`config.mk`:
```
export PLATFORM = sky130hd
export DESIGN_NAME = inst_fetch_unit
export DESIGN_NICKNAME = d
export VERILOG_FILES = /design/src/rtl/inst_fetch_unit_pkg.sv /design/src/rtl/inst_fetch_unit.sv
export SDC_FILE = /design/constraint.sdc
export NUM_CORES = 1
export LEC_CHECK = 0
export BUFFER_PORTS_ARGS = -buffer_cell sky130_fd_sc_hd__buf_4
export CAP_MARGIN = 40
export CELL_PAD_IN_SITES_DETAIL_PLACEMENT = 0
export CELL_PAD_IN_SITES_GLOBAL_PLACEMENT = 1
export CORE_MARGIN = 1
export CORE_UTILIZATION = 33
export DETAILED_ROUTE_END_ITERATION = 12
export PLACE_DENSITY = 0.85
export SETUP_SLACK_MARGIN = 0.4
export SLEW_MARGIN = 20
export SYNTH_ARGS = -nofsm -noshare
export SYNTH_HDL_FRONTEND = slang
export SYNTH_SLANG_ARGS = --single-unit
```
`constraint.sdc`:
```
create_clock -name clk -period 1.9 [get_ports clk]
set_clock_uncertainty 0.2 [all_clocks]
set_input_delay 0.19 -clock clk [delete_from_list [all_inputs] [get_ports clk]]
set_output_delay 0.19 -clock clk [all_outputs]
set_load 0.02 [all_outputs]
```
`src/rtl/inst_fetch_unit_pkg.sv`:
```
// Shared constants and types for the instruction fetch unit.
//   - default reset PC and NOP encoding
//   - fetch FSM state encoding
//   - ebreak encoding (used by execute to raise halt)
package inst_fetch_unit_pkg;

  localparam logic [31:0] IFU_RESET_PC = 32'h8000_0000;
  localparam logic [31:0] IFU_NOP_INST = 32'h0000_0013;  // addi x0,x0,0
  localparam logic [31:0] INST_EBREAK  = 32'h0010_0073;

  typedef enum logic [1:0] {
    IFU_FETCH = 2'd0,
    IFU_WAIT  = 2'd1,
    IFU_HOLD  = 2'd2,
    IFU_HALT  = 2'd3
  } ifu_state_e;

  // Redirect targets are forced word-aligned.
  function automatic logic [31:0] word_align(input logic [31:0] a);
    return a & 32'hFFFF_FFFC;
  endfunction

endpackage

```
`src/rtl/inst_fetch_unit.sv`:
```
// Instruction fetch unit: holds the PC, issues one imem read at a time,
// buffers the returned word and hands it to decode under valid/ready.
// Ports:
//   clk, rst_n                 clock, async active-low reset
//   imem_req/addr/gnt          request side of instruction memory
//   imem_rvalid/rdata          response side of instruction memory
//   inst/inst_pc/inst_valid    buffered instruction to decode
//   inst_ready                 decode accepts this cycle
//   redirect/redirect_pc       one-cycle PC redirect from execute
//   halt/halted                ebreak halt pulse / fetch stopped
module inst_fetch_unit
  import inst_fetch_unit_pkg::*;
#(
  parameter logic [31:0] RESET_PC = IFU_RESET_PC,
  parameter logic [31:0] NOP_INST = IFU_NOP_INST
) (
  input  logic        clk,
  input  logic        rst_n,
  output logic        imem_req,
  output logic [31:0] imem_addr,
  input  logic        imem_gnt,
  input  logic        imem_rvalid,
  input  logic [31:0] imem_rdata,
  output logic [31:0] inst,
  output logic [31:0] inst_pc,
  output logic        inst_valid,
  input  logic        inst_ready,
  input  logic        redirect,
  input  logic [31:0] redirect_pc,
  input  logic        halt,
  output logic        halted
);

  ifu_state_e  state_q, state_d;
  logic [31:0] pc_q, pc_d;
  logic [31:0] inst_buf_q, inst_buf_d;
  logic [31:0] pc_buf_q, pc_buf_d;
  logic        drop_q, drop_d;
  logic        halt_pend_q, halt_pend_d;

  always_ff @(posedge clk or negedge rst_n) begin
    if (!rst_n) begin
      state_q     <= IFU_FETCH;
      pc_q        <= RESET_PC;
      inst_buf_q  <= NOP_INST;
      pc_buf_q    <= RESET_PC;
      drop_q      <= 1'b0;
      halt_pend_q <= 1'b0;
    end else begin
      state_q     <= state_d;
      pc_q        <= pc_d;
      inst_buf_q  <= inst_buf_d;
      pc_buf_q    <= pc_buf_d;
      drop_q      <= drop_d;
      halt_pend_q <= halt_pend_d;
    end
  end

  always_comb begin
    state_d     = state_q;
    pc_d        = pc_q;
    inst_buf_d  = inst_buf_q;
    pc_buf_d    = pc_buf_q;
    drop_d      = drop_q;
    halt_pend_d = halt_pend_q;
    unique case (state_q)
      IFU_FETCH: begin
        if (halt) begin
          // A granted request must still be drained before stopping.
          if (imem_gnt) begin
            state_d     = IFU_WAIT;
            drop_d      = 1'b1;
            halt_pend_d = 1'b1;
          end else begin
            state_d = IFU_HALT;
          end
        end else begin
          if (redirect) pc_d = word_align(redirect_pc);
          if (imem_gnt) begin
            state_d = IFU_WAIT;
            drop_d  = redirect;  // granted address is now stale
          end
        end
      end
      IFU_WAIT: begin
        if (halt) begin
          drop_d      = 1'b1;
          halt_pend_d = 1'b1;
        end else if (redirect) begin
          pc_d   = word_align(redirect_pc);
          drop_d = 1'b1;
        end
        if (imem_rvalid) begin
          // Same-cycle halt/redirect also discards the arriving word.
          if (drop_q || halt || redirect) begin
            drop_d  = 1'b0;
            state_d = (halt_pend_q || halt) ? IFU_HALT : IFU_FETCH;
          end else begin
            inst_buf_d = imem_rdata;
            pc_buf_d   = pc_q;
            pc_d       = pc_q + 32'd4;  // wraps modulo 2^32
            state_d    = IFU_HOLD;
          end
        end
      end
      IFU_HOLD: begin
        if (halt) begin
          state_d = IFU_HALT;
        end else if (redirect) begin
          pc_d    = word_align(redirect_pc);
          state_d = IFU_FETCH;
        end else if (inst_ready) begin
          state_d = halt_pend_q ? IFU_HALT : IFU_FETCH;
        end
      end
      IFU_HALT: state_d = IFU_HALT;
      default:  state_d = IFU_FETCH;
    endcase
  end

  // Outputs decode registered state only; rst_n gating keeps the request
  // low during reset even though the reset state is FETCH.
  assign imem_req   = rst_n && (state_q == IFU_FETCH);
  assign imem_addr  = pc_q;
  assign inst_valid = (state_q == IFU_HOLD);
  assign inst       = inst_valid ? inst_buf_q : NOP_INST;
  assign inst_pc    = pc_buf_q;
  assign halted     = (state_q == IFU_HALT);

endmodule

```
==> flow_summary.json, run 1 <==
{
  "antenna_cells": 0,
  "drc_errors": 17,
  "die_y_um": 126,
  "first_iter_violations": 315,
  "worstHoldStart": "redirect_pc[22]",
  "worstMarginPinSlew_ns": 0.554,
  "clockBufferDepth": 2,
  "period_needed_ns": 2.04,
  "grt_start_max_net_pins": 101,
  "violations": "design-rule violations, negative setup slack",
  "ys_ff_latch": 100,
  "ir_drop_mv": 0.689,
  "relSlewSlack_pct": 63.0,
  "cts_tree": "built",
  "leakage_uw": 0.00479,
  "clock_latency_ns": 0.35,
  "die_w_um": 126,
  "fp.dieArea_mm2": 0.0158,
  "crit_fanout": 6,
  "clockRootBuffer": "clkbuf_16",
  "hold_path.class": "input pin to register",
  "area_growth_pct": 103,
  "antenna_left": 0,
  "stdcell_count": 1118,
  "synth_warnings": 0,
  "start_util_pct": 34.3,
  "fin_ws_ns": -0.138,
  "synthTopCellsByArea": "dfrtp_1, nand2_1, and2_1",
  "power_density_mw_per_mm2": 825,
  "htree_num_levels": 3,
  "final_common_cell": "buf_4",
  "holdWs_ns": 0.0240,
  "synthCells": 595,
  "synth_area_leader_cell": "dfrtp_1",
  "vias_per_cell": 5.34,
  "routed_wl_um": 22300,
  "arrival_ns": 2.08,
  "start_kind": "register",
  "grt_pass1_wl_um": 32700,
  "startpoint": "drop_q",
  "fp.coreArea_mm2": 0.0147,
  "grt_overflow_total": 0,
  "fin_nets": 1002,
  "mappedNetlistArea_mm2": 0.00504,
  "wire_per_inst_um": 20.0,
  "gp_congestion": 0.821,
  "synth_top_area_share_pct": 47.2,
  "io_pins": 170,
  "async_flop_share_pct": 100,
  "setup_viol": 92,
  "synth-edff-count": 0,
  "cts.clk_slew.worst_paths_ns": 0.07,
  "rsz0062_at_grt": "true",
  "criticalPathCategory": "register to register",
  "drv_cap": 0,
  "synthFlopType": "dfrtp_1",
  "row_count": 44,
  "first_pass_iters": 12,
  "status": "finished with violations",
  "hold_violations": 0,
  "max_freq_mhz": 491,
  "ys_seq_area_share_pct": 49.8,
  "grt_util_all_layers_pct": 26.8,
  "cts_buffers": 9,
  "min_period_over_period_pct": 107,
  "mostFrequentLayoutCells": "buf_4, nand2_1, dfrtp_1, buf_6, nand2_2",
  "place_inst": 964,
  "yosysUniqueCellTypes": 57,
  "numPortBuffers": 167,
  "antenna_found_initial": 0,
  "worstPathRequired_ns": 1.94,
  "place_worst_setup_slack_ns": -0.119,
  "maxSlewViolCount": 0,
  "syn_nets": 667,
  "grt_pass1_vias": 6059,
  "cts.sinks": 100,
  "vias": 5968,
  "drive_above_1_share_pct": 59.1,
  "cp-end-kind": "register",
  "avgSynthCellArea_um2": 8.47,
  "hpwlAfterDp_um": 11600,
  "rr_startpoint": "drop_q"
}
[report_power, final]
part / internal, uW / leakage, uW / switching (uW) / total (uW)
Combinational: 1640 / 0.00336 / 1720 / 3360
Sequential: 2600 / 0.00128 / 574 / 3170
Clock: 1060 / 0.000145 / 849 / 1900
[synth_stat cells (5+ instances only)]
master and instances:
nand2_1 210, dfrtp_1 95, and2_1 33, a21oi_1 28, nor2_1 27, o21ai_0 25, clkbuf_1 20, o22ai_1 15
nand3_1 13, buf_2 10, nor3_1 9, inv_1 7, nand4_1 7, mux2i_1 6, nand2b_1 6, a211oi_1 5
and3_1 5, dfstp_2 5, xor2_1 5
[sequential cells by signal, summed over array words and instances, names as in the netlist]
signal,flops
imem_addr,32
inst_buf_q,32
inst_pc,32
state_q,2
drop_q,1
halt_pend_q,1
[logic make-up after synthesis]
logic type / Yosys count / share of synthesized area, %
simple gates: 335 / 31.0
compound gates: 104 / 13.2
flops: 100 / 49.8
buf+inv: 44 / 3.70
mux: 6 / 1.19
xor+xnor: 5 / 0.869
fa+ha+maj: 1 / 0.248
[stage by stage]
step	area, um^2	power, uW	util (%)	TNS [ns]
after floorplan	5170	4360	-	0
after global placement	6920	5610	47.1	-3.47
after detailed placement	6920	5680	47.1	-4.23
after CTS	9590	8040	65.2	-3.45
after global routing	10200	8800	69.6	-10.85
final	10200	8440	69.6	-6.39
[final timing paths]
kind                                   to  slack [ns]  cells after the start
max                        inst_buf_q[10]       -0.14                      7
min                         imem_addr[22]        0.02                      4
max in group asynchronous   imem_addr[12]        0.68                      3
max reg2reg                inst_buf_q[10]       -0.14                      7
min in group asynchronous      state_q[0]        0.38                      3
min reg2reg                 inst_buf_q[0]        0.27                      2
[timing repair]
item	CTS	global route
endpoints found under the hold margin	155	0
cloned	19	2
hold buffers	60	0
setup buffers	41	17
gates resized for setup	287	118
endpoints found under the setup margin	134	140
pin swaps	163	55
[area by class of cell]
type	count	area [um^2]
Sequential cell	100	2530
Tap cell	184	230
Clock inverter	5	60.1
Clock buffer	10	239
Inverter	7	33.8
Multi-Input combinational cell	451	3320
Fill cell	1027	4470
Timing Repair Buffer	361	3820
[routing by layer]
layer / track usage [%] / wire, um / up-vias
li1: - / - / 2684
met1: 30.3 / 8120 / 2936
met2: 48.3 / 11500 / 280
met3: 6.93 / 1760 / 68
met4: 9.76 / 907 / 0
met5: 0 / 0 / -
[worst max-delay path: stages, from the launching register on]
cell	delay, ns
dfrtp_1	0.40
nand2b_4	0.15
or4_4	0.56
buf_12	0.19
buf_12	0.13
buf_16	0.14
nand2_2	0.07
nand2_2	0.06
(Power assumes the default switching activity.)
==> run 2, diff against run 1 <==
--- a/config.mk
+++ b/config.mk
@@ -9,7 +9,7 @@
 export CAP_MARGIN = 40
 export CELL_PAD_IN_SITES_DETAIL_PLACEMENT = 0
 export CELL_PAD_IN_SITES_GLOBAL_PLACEMENT = 1
-export CORE_MARGIN = 1
+export CORE_MARGIN = 2
 export CORE_UTILIZATION = 33
 export DETAILED_ROUTE_END_ITERATION = 12
 export PLACE_DENSITY = 0.85
==> flow_summary.json, run 2 (synthesis gave the netlist of run 1 again) <==
{
  "status": "finished with violations",
  "violations": "negative setup slack",
  "first_pass_iters": 5,
  "hpwlAfterDp_um": 11400,
  "cp-end-kind": "primary output",
  "first_iter_violations": 307,
  "stdcell_count": 1115,
  "power_density_mw_per_mm2": 896,
  "criticalPathCategory": "register to primary output",
  "path_cells": "buf_8 -> nor2b_4 -> buf_12 -> clkbuf_16 -> and2_4 -> buf_6",
  "htree_num_levels": 3,
  "clockBufferDepth": 2,
  "period_needed_ns": 2.04,
  "crit_fanout": 8,
  "min_to": "imem_addr[22]",
  "drv_cap": 0,
  "vias_per_cell": 5.12,
  "mostFrequentLayoutCells": "buf_4, nand2_1, buf_6, dfrtp_1, dlygate4sd3_1",
  "fp.coreArea_mm2": 0.0150,
  "totalPowerFinal_uw": 8400,
  "fp.dieArea_mm2": 0.0163,
  "hold_path_depth": 4,
  "crit_path_top_delay_cell": "dfrtp_1",
  "fin_nets": 995,
  "final_common_cell": "buf_4",
  "fill_cells": 1186,
  "clockRootBuffer": "clkbuf_16",
  "cts.sinks": 100,
  "worstHoldStart": "redirect_pc[22]",
  "clock_latency_ns": 0.36,
  "ir_drop_mv": 0.736,
  "maxSlewViolCount": 0,
  "routed_wl_um": 20200,
  "fin_ws_ns": -0.142,
  "place_worst_setup_slack_ns": -0.175,
  "cts_buffers": 9,
  "drc_errors": 0,
  "holdWs_ns": 0.00943,
  "hold_path.class": "input pin to register",
  "antenna_found_initial": 0,
  "relSlewSlack_pct": 70.4,
  "grt_start_max_net_pins": 85,
  "worst_r2r_endpoint": "imem_addr[12]",
  "vias": 5713,
  "r2r_slack_ns": -0.09,
  "grt_pass1_wl_um": 28900,
  "grt_pass1_vias": 5489,
  "setup_viol": 72,
  "die_w_um": 128,
  "wire_per_inst_um": 18.1,
  "area_growth_pct": 86.1,
  "min_period_over_period_pct": 107,
  "numPortBuffers": 167,
  "arrival_ns": 1.65,
  "leakage_uw": 0.00453,
  "antenna_cells": 0,
  "cts.clk_slew.worst_paths_ns": 0.08,
  "hold_violations": 0,
  "critPathBufInv": 4,
  "io_pins": 170,
  "worstPathRequired_ns": 1.51,
  "r2r.worst_path.cells": 7,
  "critPathTopFamily": "buffers and inverters",
  "die_y_um": 128,
  "drive_above_1_share_pct": 47.5,
  "gp_congestion": 0.839,
  "rsz0062_at_grt": "true",
  "start_util_pct": 33.5,
  "rr_startpoint": "state_q[0]",
  "max_stage_delay_ns": 0.41,
  "cts_tree": "built",
  "row_count": 45,
  "max_freq_mhz": 490,
  "grt_overflow_total": 0,
  "antenna_left": 0,
  "place_inst": 967,
  "grt_util_all_layers_pct": 22.7,
  "start_kind": "register",
  "worstMarginPinSlew_ns": 0.443,
  "utilization_pct": 62.4
}
==> run 2: worst max-delay path by stage <==
stage                    start       endpoint  slack (ns)  depth (start not counted)
floorplan               drop_q  imem_addr[12]        0.01                          6
global placement      redirect  imem_addr[19]       -0.15                          5
detailed placement    redirect  imem_addr[19]       -0.17                          5
CTS                 state_q[0]       inst[16]       -0.09                          6
global route        state_q[1]       inst[13]       -0.19                          6
finish              state_q[0]       inst[13]       -0.14                          6
==> run 2: layout make-up <==
cell class	instances	area, um^2	share of cell area (%)
Clock inverter	5	61.3	0.654
Clock buffer	10	239	2.55
Inverter	7	28.8	0.307
Timing Repair Buffer	354	3470	37.0
Tap cell	188	235	2.51
Sequential cell	100	2530	26.9
Multi-Input combinational cell	451	2820	30.1
==> run 2: where the power goes <==
group          internal, uW  switching (uW)
Combinational          1670            1740
Sequential             2600             485
Clock                  1060             853
Total                  5320            3080
==> run 2: through the flow <==
| stage | TNS [ns] | cell area, um^2 |
|---|---|---|
| finish | -4.60 | 9380 |
| global route | -10.85 | 9380 |
| CTS | -3.09 | 8670 |
| detailed placement | -6.80 | 6930 |
| global placement | -6.05 | 6930 |
| floorplan | 0 | 5170 |
==> run 2: worst reg2reg max path: stages, from the launching register on <==
cell,delay (ns)
dfrtp_1,0.39
buf_6,0.12
nand2b_4,0.05
buf_6,0.12
or3_4,0.39
or2_4,0.27
o32ai_2,0.22
a21oi_1,0.10
==> run 2: repair_timing <==
action                                  4_1_cts  5_1_grt
buffers inserted                             38       23
cloned                                        8        4
hold buffers                                 59        0
resized for setup                           113      122
endpoints found under the setup margin      135      147
pin swaps                                    23       60
endpoints found under the hold margin       156        0
==> run 2: per-layer routing <==
| metal | global-route usage (%) | up-vias | routed length (um) |
|---|---|---|---|
| li1 | - | 2676 | - |
| met1 | 28.0 | 2753 | 7900 |
| met2 | 38.9 | 250 | 10300 |
| met3 | 6.62 | 34 | 1640 |
| met4 | 5.69 | 0 | 335 |
| met5 | 0 | - | 0 |
==> run 3, diff against run 2 <==
--- a/config.mk
+++ b/config.mk
@@ -5,14 +5,15 @@
 export SDC_FILE = /design/constraint.sdc
 export NUM_CORES = 1
 export LEC_CHECK = 0
+export ABC_AREA = 1
 export BUFFER_PORTS_ARGS = -buffer_cell sky130_fd_sc_hd__buf_4
 export CAP_MARGIN = 40
 export CELL_PAD_IN_SITES_DETAIL_PLACEMENT = 0
 export CELL_PAD_IN_SITES_GLOBAL_PLACEMENT = 1
 export CORE_MARGIN = 2
-export CORE_UTILIZATION = 33
+export CORE_UTILIZATION = 39
 export DETAILED_ROUTE_END_ITERATION = 12
-export PLACE_DENSITY = 0.85
+export PLACE_DENSITY = 0.95
 export SETUP_SLACK_MARGIN = 0.4
 export SLEW_MARGIN = 20
 export SYNTH_ARGS = -nofsm -noshare
==> constraint.sdc (replaced) <==
create_clock -name clk -period 2.4 [get_ports clk]
set_clock_uncertainty 0.2 [all_clocks]
set_input_delay 0.24 -clock clk [delete_from_list [all_inputs] [get_ports clk]]
set_output_delay 0.24 -clock clk [all_outputs]
set_load 0.02 [all_outputs]
==> flow_summary.json, run 3 <==
{
  "status": "complete, no violations",
  "start_kind": "register",
  "stdcell_count": 1138,
  "yosysMostFrequentCell": "nand2_1",
  "wl_met3_um": 797,
  "htree_num_levels": 3,
  "synthFlopType": "dfrtp_1",
  "crit_fanout": 19,
  "grt_overflow_total": 0,
  "drv_cap": 0,
  "first_pass_iters": 5,
  "antenna_left": 0,
  "vias_per_cell": 4.95,
  "antenna_found_initial": 0,
  "syn_nets": 824,
  "synth_area_leader_cell": "dfrtp_1",
  "routed-wl-met2_um": 8000,
  "fin_setup_tns_ns": 0,
  "cts.clk_slew.worst_paths_ns": 0.07,
  "grt_start_max_net_pins": 101,
  "fill_cells": 1251,
  "place_inst": 1076,
  "row_count": 42,
  "worstPathRequired_ns": 1.96,
  "die_y_um": 121,
  "grt_util_all_layers_pct": 23.1,
  "vias": 5628,
  "power_density_mw_per_mm2": 1260,
  "fp.dieArea_mm2": 0.0147,
  "wl_met1_um": 7800,
  "r2r_slack_ns": 0.51,
  "routed_wl_um": 17100,
  "clockRootBuffer": "clkbuf_16",
  "cts.sinks": 100,
  "ys_seq_area_share_pct": 46.7,
  "hold_path.class": "input pin to register",
  "relSlewSlack_pct": 61.1,
  "drive_above_1_share_pct": 24.9,
  "routed.top_layer": "met4",
  "leakage_uw": 0.00384,
  "critPathBufInv": 3,
  "dpl_cell_area_mm2": 0.00682,
  "rsz0062_at_grt": "true",
  "clockBufferDepth": 2,
  "gp_congestion": 0.929,
  "maxSlewViolCount": 0,
  "critPathTopFamily": "buffers and inverters",
  "max_stage_delay_ns": 0.41,
  "grt_pass1_wl_um": 26600,
  "hpwlAfterDp_um": 11600,
  "drc_errors": 0,
  "mappedNetlistArea_mm2": 0.00537,
  "numPortBuffers": 167,
  "cp-end-kind": "primary output",
  "start_util_pct": 40.3,
  "ir_drop_mv": 0.550,
  "max_freq_mhz": 522,
  "synth_warnings": 0,
  "area_growth_pct": 42.5,
  "setup_viol": 0,
  "fp.coreArea_mm2": 0.0133,
  "path_cells": "inv_1 -> nand2_4 -> buf_8 -> nor2_1 -> buf_4",
  "wire_per_inst_um": 15.0,
  "crit_path_top_delay_cell": "dfrtp_1",
  "async_flop_share_pct": 100,
  "cts_tree": "built",
  "synthCells": 752,
  "synthTopCellsByArea": "dfrtp_1, nand2_1, o21ai_0",
  "yosysUniqueCellTypes": 36,
  "final_common_cell": "nand2_1",
  "grt_pass1_vias": 5224,
  "antenna_cells": 0,
  "cts_buffers": 9,
  "first_iter_violations": 469,
  "worstMarginPinSlew_ns": 0.583,
  "fin_nets": 1029,
  "synth-edff-count": 0,
  "criticalPathCategory": "register to primary output",
  "synthTopCellsByCount": "nand2_1, o21ai_0, dfrtp_1",
  "mostFrequentLayoutCells": "nand2_1, buf_4, o21ai_0, dfrtp_1, inv_1",
  "io_pins": 170,
  "die_w_um": 121,
  "min_period_over_period_pct": 79.8,
  "ys_ff_latch": 100,
  "avgSynthCellArea_um2": 7.14,
  "final_cell_area_mm2": 0.00765,
  "arrival_ns": 1.47,
  "clock_latency_ns": 0.35,
  "period_needed_ns": 1.91,
  "synth_top_area_share_pct": 44.2,
  "hold_violations": 0
}
==> run 3: cells by family (layout without fill, tap and decap cells) <==
kind of cell             after synthesis  count (layout)  share of synthesized area, %
adder cells (fa/ha/maj)                1               1                         0.233
XOR/XNOR                               1               1                         0.163
buffers and inverters                120             330                          8.97
flip-flops                           100             100                          46.7
AO/OA/AOI/OAI                        153             153                          15.2
AND/OR/NAND/NOR                      377             377                          28.8
==> run 3: cell type report <==
cell class | instances | area, um^2 | area share (%)
Clock inverter | 7 | 97.6 | 1.27
Clock buffer | 9 | 225 | 2.94
Inverter | 88 | 330 | 4.32
Sequential cell | 100 | 2510 | 32.8
Tap cell | 176 | 220 | 2.88
Timing Repair Buffer | 226 | 1850 | 24.2
Multi-Input combinational cell | 532 | 2420 | 31.6
==> run 3: timing repair <==
action	CTS	global route
endpoints found under the hold margin	129	0
gates resized for setup	6	15
hold buffers	35	0
pin swaps	1	2
setup buffers	3	8
setup endpoints to repair	26	39
==> run 3: path summary, 6_finish.rpt <==
check                                from        endpoint  cells past startpoint
max                            state_q[0]        inst[16]                      5
min                        redirect_pc[2]    imem_addr[2]                      5
max reg2reg                  imem_addr[3]   imem_addr[20]                     10
min reg2reg                   inst_pc[18]     inst_pc[18]                      2
max in group asynchronous           rst_n  inst_buf_q[26]                      3
min in group asynchronous           rst_n      inst_pc[6]                      3
==> run 3: worst min-delay path, stage by stage <==
cell,delay (ns)
buf_4,0.08
nand2_1,0.04
o21ai_0,0.06
nand2_1,0.05
o21ai_0,0.06
==> run 3: routing by layer <==
layer	global-route usage [%]	vias up
met5	0	-
met4	9.41	0
met3	3.90	31
met2	36.2	178
met1	31.8	2612
li1	-	2807
==> run 3: power by group <==
| part | internal [uW] | switching (uW) | leakage (uW) |
|---|---|---|---|
| sequential | 2440 | 638 | 0.00118 |
| clock | 920 | 671 | 0.000152 |
| combinational | 1950 | 3040 | 0.00250 |
| total | 5310 | 4350 | 0.00384 |
==> run 3: stage by stage <==
stage	util, %	hold slack (ns)	setup WS, ns	power, uW
3_3_place_gp	51.1	0.189	0.361	7700
5_1_grt	57.3	0.0257	0.369	10300
2_1_floorplan	-	-0.256	0.525	5740
6_report	57.3	0.0120	0.486	9660
4_1_cts	56.4	0.000434	0.406	9510
3_5_place_dp	51.1	0.191	0.345	7770
